--- src/rtl/rs_encode_line_out_ctrl.sv ---
// -----------------------------------------------------------------------------
// rs_encode_line_out_ctrl
//
// Output-side controller of the Reed-Solomon line encoder. Collects the
// encoder's codeword byte stream, packs it MSB-first into LINE_BYTES-wide
// lines and hands each line downstream over a val/rdy handshake. Once the
// final line of a codeword has been accepted it raises its done level and
// waits for the input-side controller's done level, so that both sides
// return to idle in the same cycle.
//
// Parameters
//   LINE_BYTES  bytes per output line (line width LINE_W = 8*LINE_BYTES)
//   RS_N        codeword length in bytes (data + parity), at most 255
//   RS_K        data bytes per codeword
//
// Ports
//   clk                        clock
//   rst                        synchronous, active-high reset
//   encoder_out_ctrl_byte_val  encoder byte valid
//   encoder_out_ctrl_byte      encoder byte
//   out_ctrl_encoder_byte_rdy  a byte is accepted this cycle if valid
//   dst_line_val               output line valid
//   dst_line_data              packed line, byte 0 at [LINE_W-1 -: 8]
//   dst_line_last              line is the final line of the codeword
//   dst_line_padbytes          zero pad bytes at the low end of the line
//   dst_line_rdy               downstream accepts the line
//   in_ctrl_out_ctrl_done      input side finished feeding the codeword
//   out_ctrl_in_ctrl_done      output side finished emitting the codeword
//
// Build option
//   RS_ENC_OUT_PARITY_ONLY_EN  when defined, the first RS_K bytes of every
//                              codeword are consumed but dropped, so only the
//                              RS_N-RS_K parity bytes are packed into lines.
// -----------------------------------------------------------------------------
module rs_encode_line_out_ctrl #(
  parameter int LINE_BYTES = 32,
  parameter int RS_N       = 255,
  parameter int RS_K       = 223,
  localparam int LINE_W    = 8 * LINE_BYTES,
  localparam int IDX_W     = $clog2(LINE_BYTES)
) (
  input  logic              clk,
  input  logic              rst,
  input  logic              encoder_out_ctrl_byte_val,
  input  logic [7:0]        encoder_out_ctrl_byte,
  output logic              out_ctrl_encoder_byte_rdy,
  output logic              dst_line_val,
  output logic [LINE_W-1:0] dst_line_data,
  output logic              dst_line_last,
  output logic [IDX_W-1:0]  dst_line_padbytes,
  input  logic              dst_line_rdy,
  input  logic              in_ctrl_out_ctrl_done,
  output logic              out_ctrl_in_ctrl_done
);

  // Codeword byte counter width; RS_N is bounded by the 8-bit RS symbol size.
  localparam int CW_W = 8;

  typedef enum logic [1:0] {
    ST_COLLECT   = 2'd0,
    ST_SEND_LINE = 2'd1,
    ST_WAIT_DONE = 2'd2
  } state_t;

  state_t             r_state;
  state_t             w_state_next;

  logic [LINE_W-1:0]  r_line;
  logic [IDX_W-1:0]   r_byte_idx;
  logic [CW_W-1:0]    r_cw_cnt;
  logic               r_last;
  logic [IDX_W-1:0]   r_padbytes;

  logic               w_byte_rdy;
  logic               w_line_val;
  logic               w_done_out;

  logic               w_byte_acc;
  logic               w_line_acc;
  logic               w_done_seen;
  logic               w_write;
  logic               w_cw_end;
  logic               w_line_full;
  logic               w_line_end;
  logic [LINE_W-1:0]  w_ins;

  // ---------------------------------------------------------------------------
  // Handshake events. They are decoded from the state register rather than
  // from the FSM's combinational outputs so the datapath never depends on the
  // next-state block (no combinational loop through the ready signals).
  // ---------------------------------------------------------------------------
  assign w_byte_acc  = (r_state == ST_COLLECT)   && encoder_out_ctrl_byte_val;
  assign w_line_acc  = (r_state == ST_SEND_LINE) && dst_line_rdy;
  assign w_done_seen = (r_state == ST_WAIT_DONE) && in_ctrl_out_ctrl_done;

  // Whether the byte currently offered is packed into the line.
`ifdef RS_ENC_OUT_PARITY_ONLY_EN
  // Data bytes occupy codeword positions 0..RS_K-1 and are consumed silently.
  assign w_write = (r_cw_cnt >= CW_W'(RS_K));
`else
  assign w_write = 1'b1;
`endif

  assign w_cw_end    = (r_cw_cnt == CW_W'(RS_N - 1));
  assign w_line_full = w_write && (r_byte_idx == IDX_W'(LINE_BYTES - 1));
  assign w_line_end  = w_cw_end || w_line_full;

  // Incoming byte moved to its MSB-first slot. The line register is cleared
  // after every send, so OR-ing the slot in leaves unwritten bytes at zero.
  assign w_ins = {encoder_out_ctrl_byte, {(LINE_W - 8){1'b0}}} >> {r_byte_idx, 3'b000};

  // ---------------------------------------------------------------------------
  // FSM state register
  // ---------------------------------------------------------------------------
  // NOTE: sequential state is assigned with <= so every flop samples the
  // pre-edge values of the others, independent of block evaluation order.
  always_ff @(posedge clk) begin
    if (rst) begin
      r_state <= ST_COLLECT;
    end else begin
      r_state <= w_state_next;
    end
  end

  // ---------------------------------------------------------------------------
  // FSM next state and handshake outputs
  // ---------------------------------------------------------------------------
  // NOTE: every signal written here gets a default first; a path that left
  // one unassigned would infer a latch.
  always_comb begin
    w_state_next = r_state;
    w_byte_rdy   = 1'b0;
    w_line_val   = 1'b0;
    w_done_out   = 1'b0;
    case (r_state)
      ST_COLLECT: begin
        w_byte_rdy = 1'b1;
        if (encoder_out_ctrl_byte_val && w_line_end) begin
          w_state_next = ST_SEND_LINE;
        end
      end
      ST_SEND_LINE: begin
        w_line_val = 1'b1;
        if (dst_line_rdy) begin
          // r_last still holds this line's flag; it clears on the same edge.
          w_state_next = r_last ? ST_WAIT_DONE : ST_COLLECT;
        end
      end
      ST_WAIT_DONE: begin
        w_done_out = 1'b1;
        if (in_ctrl_out_ctrl_done) begin
          w_state_next = ST_COLLECT;
        end
      end
      default: begin
        // Unreachable encoding: poison everything so simulation exposes it.
        w_state_next = state_t'(2'bxx);
        w_byte_rdy   = 1'bx;
        w_line_val   = 1'bx;
        w_done_out   = 1'bx;
      end
    endcase
  end

  // ---------------------------------------------------------------------------
  // Packing datapath: line register, write index, codeword counter and the
  // flags that travel with a line while it waits in SEND_LINE.
  // ---------------------------------------------------------------------------
  always_ff @(posedge clk) begin
    if (rst) begin
      r_line     <= '0;
      r_byte_idx <= '0;
      r_cw_cnt   <= '0;
      r_last     <= 1'b0;
      r_padbytes <= '0;
    end else begin
      if (w_byte_acc) begin
        r_cw_cnt <= r_cw_cnt + CW_W'(1);
        if (w_write) begin
          r_line <= r_line | w_ins;
        end
        if (w_line_end) begin
          // Freeze the line's flags; the index is cleared once the line goes.
          r_last     <= w_cw_end;
          r_padbytes <= IDX_W'(LINE_BYTES - 1) - r_byte_idx;
        end else if (w_write) begin
          r_byte_idx <= r_byte_idx + IDX_W'(1);
        end
      end

      if (w_line_acc) begin
        r_line     <= '0;
        r_byte_idx <= '0;
        r_last     <= 1'b0;
        r_padbytes <= '0;
      end

      if (w_done_seen) begin
        r_cw_cnt <= '0;
      end
    end
  end

  // ---------------------------------------------------------------------------
  // Outputs
  // ---------------------------------------------------------------------------
  assign out_ctrl_encoder_byte_rdy = w_byte_rdy;
  assign dst_line_val              = w_line_val;
  assign dst_line_data             = r_line;
  assign dst_line_last             = r_last;
  assign dst_line_padbytes         = r_padbytes;
  assign out_ctrl_in_ctrl_done     = w_done_out;

endmodule

--- config.mk ---
export PLATFORM = sky130hd
export DESIGN_NAME = rs_encode_line_out_ctrl
export DESIGN_NICKNAME = d
export VERILOG_FILES = /design/src/rtl/rs_encode_line_out_ctrl.sv
export SDC_FILE = /design/constraint.sdc
export NUM_CORES = 1
export LEC_CHECK = 0
export BUFFER_PORTS_ARGS = -buffer_cell sky130_fd_sc_hd__buf_2
export CAP_MARGIN = 20
export CORE_MARGIN = 3
export CORE_UTILIZATION = 55
export CTS_CLUSTER_DIAMETER = 200
export DETAILED_ROUTE_END_ITERATION = 12
export PLACE_DENSITY = 0.85
export REMOVE_ABC_BUFFERS = 1
export SLEW_MARGIN = 20
export SYNTH_ARGS = -nofsm -noshare
export SYNTH_HDL_FRONTEND = slang
export SYNTH_SLANG_ARGS = --single-unit
export TNS_END_PERCENT = 50
--- constraint.sdc ---
create_clock -name clk -period 4 [get_ports clk]
set_input_delay 0.8 -clock clk [delete_from_list [all_inputs] [get_ports clk]]
set_output_delay 0.8 -clock clk [all_outputs]
set_load 0.02 [all_outputs]
==> impl_metrics.json <==
{
  "gp_congestion": 0.781,
  "clkPwrFrac_pct": 47.8,
  "synthFlopType": "dfxtp_1",
  "cp_max_fo": 16,
  "cts_hold_buffers": 0,
  "comb_power_share_pct": 4.1,
  "crit_start": "r_state[0]",
  "power.leakage_nw": 5.42,
  "vias": 8015,
  "final_util_pct": 71.9,
  "yosysUniqueCellTypes": 43,
  "fin_cells": 1472,
  "peakVddDrop_uv": 371,
  "ant_nets": 0,
  "postCtsSetupBuffers": 0,
  "synth_top_area_share_pct": 60.2,
  "synth_compound_area_share_pct": 15.9,
  "drc_errors": 0,
  "muxShareOfSynthArea_pct": 0.217,
  "slew_headroom_pct": 39.7,
  "die_y_um": 135,
  "fillCellCount": 1182,
  "synth_edf_count": 0,
  "insertion_delay_ns": 0.52,
  "register_area_mm2": 0.00555,
  "worst_hold_slack_ns": 0.460,
  "cap_viol_max_count": 0,
  "core-area_mm2": 0.0161,
  "finClkSkew_ns": 0.00529,
  "grt_max_degree": 109,
  "yosys.area_share.adder_pct": 0.951,
  "setup_viol_count_final": 0,
  "synthArstFlopShare_pct": 0,
  "setup_tns_ns": 0,
  "start_util_pct": 57.2,
  "multi_input_area_mm2": 0.00330,
  "netlist_top_cells_area": "dfxtp_1 (60%), a21oi_1 (14%), nor2_1 (11%), clkbuf_1 (2.3%), nor3_4 (2.1%)",
  "vias_per_cell": 5.44,
  "routed_wl_um": 26200,
  "die_x_um": 135,
  "netlist_area_mm2": 0.00921,
  "routedWlPerCell_um": 17.8,
  "rsz0062_at_grt": "false",
  "fmax_mhz": 406,
  "pin_count": 278,
  "pwr-share-seq_pct": 48.0,
  "grt_pass1_vias": 7504,
  "grt_pass1_wl_um": 40400,
  "cts_resized": 0,
  "syn_area_per_cell_um2": 9.19,
  "path_clk_slew_ns": 0.06,
  "path_class": "reg2reg",
  "tightestPinTransition_ns": 0.905,
  "gr-total-overflow": 0,
  "insertedDiodeCount": 0,
  "swShare_pct": 21.7,
  "dp.cells": 1423,
  "fin_crit_sh_pct": 61.6,
  "cts_buffers": 27,
  "grtUsageTotal_pct": 27.3,
  "synthSimpleGateAreaFrac_pct": 18.0,
  "crit_path_end_kind": "register",
  "synth_top_family_by_area": "simple AND/OR/NAND/NOR gates",
  "arrival_ns": 2.91,
  "syn_to_final_growth_pct": 25.7,
  "pwr_density_cell_mw_per_mm2": 503,
  "dieArea_mm2": 0.0183,
  "antenna_found_initial": 1,
  "layout-drive-gt1-share_pct": 28.4,
  "port_buffers": 277,
  "hp-class": "reg2reg",
  "drtPass1Iterations": 5,
  "p_int_mw": 4.56,
  "critical_path.startpoint_type": "register",
  "switchingPower_mw": 1.26,
  "cts.sinks": 277,
  "drt_iter0_markers": 481,
  "drv_slew": 0,
  "synth_seq_cells": 277,
  "hold_violations": 0,
  "synth_cells": 1003,
  "cts.path.max_buffers": 3,
  "synth_xor_area_share_pct": 0.760,
  "cts_tree": "built",
  "r2r-start": "r_state[0]",
  "yosysTopAreaCell": "dfxtp_1",
  "min_period_ns": 2.47,
  "outcome": "completed",
  "dp_hpwl_um": 16900,
  "cts.htree.levels": 1,
  "nNetsFinal": 1256,
  "rows": 46,
  "synth-seq-area-share_pct": 60.2,
  "critPathRequiredTime_ns": 4.45,
  "cts-root-buf": "clkbuf_16",
  "ys_warn_count": 0,
  "hp-start": "dst_line_data[198]"
}
[layout by cell type (no fill, tap or decap), drive strengths merged]
cell type,synthesis,final
nor3,15,15
or3b,1,1
o211ai,3,3
clkinvlp,0,1
clkbuf,56,32
a21oi,264,264
xor2,7,7
dfxtp,277,277
xnor2,1,1
nand4,3,3
or4,1,1
ha,7,7
or3,1,1
nand3,3,3
a21o,2,2
mux2i,2,2
and2,18,18
a211oi,6,6
o31ai,3,3
buf,22,282
nor2b,1,1
and3,1,1
nand2,7,7
inv,9,10
o21ai,2,2
nor4,4,4
bufinv,0,7
nor2,278,278
and3b,1,1
o21a,1,1
and4,1,1
nand3b,1,1
nand2b,3,3
clkinv,0,8
a222oi,1,1
o21bai,1,1
[cell type report]
cell class	count	area share [%]
well taps	216	2.33
flip-flops and latches	277	47.9
repair buffers	282	12.5
clock buffers	32	6.17
inverters	9	0.292
clock inverters	17	2.30
multi-input cells	639	28.5
[critical path: stages, from the launching register on]
cell      delay, ns
dfxtp_1        0.31
inv_1          0.11
ha_1           0.38
nand3b_2       0.56
nor2_2         0.77
a21oi_1        0.13
nor2_1         0.13
[flip-flops by register name, summed over array words and instances (netlist names)]
register           flops
dst_line_data        256
dst_line_last          1
dst_line_padbytes      5
r_byte_idx             5
r_cw_cnt               8
r_state                2
[power groups by stage]
stage	combinational, mW	sequential, mW	clock [mW]
after floorplan	0.114	2.87	0
after global placement	0.233	2.86	0
after detailed placement	0.237	2.86	0
after CTS	0.239	2.79	2.81
after global routing	0.259	2.80	2.92
final	0.241	2.79	2.78
[routing by layer]
metal / global-route usage, % / routed length (µm)
met1: 35.9 / 10900
met2: 44.5 / 12400
met3: 6.39 / 2100
met4: 9.57 / 803
met5: 0 / 0
[metrics by stage]
step           power [mW]  cell area [µm²]  worst slack, ns
6_report             5.82            11600             1.53
5_1_grt              5.97            11600             1.28
2_1_floorplan        2.99             8870            -1.13
3_5_place_dp         3.09            10600             1.38
4_1_cts              5.84            11600             1.52
3_3_place_gp         3.09            10600             1.46
[cells in the mapped netlist, types with 3 or more instances]
master	instances
o211ai_1	3
buf_1	3
inv_1	9
nand2_1	6
ha_1	7
xor2_1	7
buf_4	5
nor2_1	272
and2_1	18
nor3_4	12
nand4_1	3
o31ai_1	3
a21oi_1	264
a211oi_1	6
nor2_4	5
buf_2	12
nor4_4	4
clkbuf_1	56
dfxtp_1	277
[worst paths after layout]
check,cells after the start,end,slack [ns]
max reg2reg,6,dst_line_data[218],1.53
min,2,dst_line_data[198],0.46
max,6,dst_line_data[218],1.53
min reg2reg,2,dst_line_data[198],0.46
[cells by family after synthesis]
kind of cell | after synthesis
buf+inv | 87
compound gates | 283
flops | 277
simple gates | 339
fa+ha+maj | 7
xor+xnor | 8
mux | 2
Note: power is estimated with default switching activity, not from simulation.
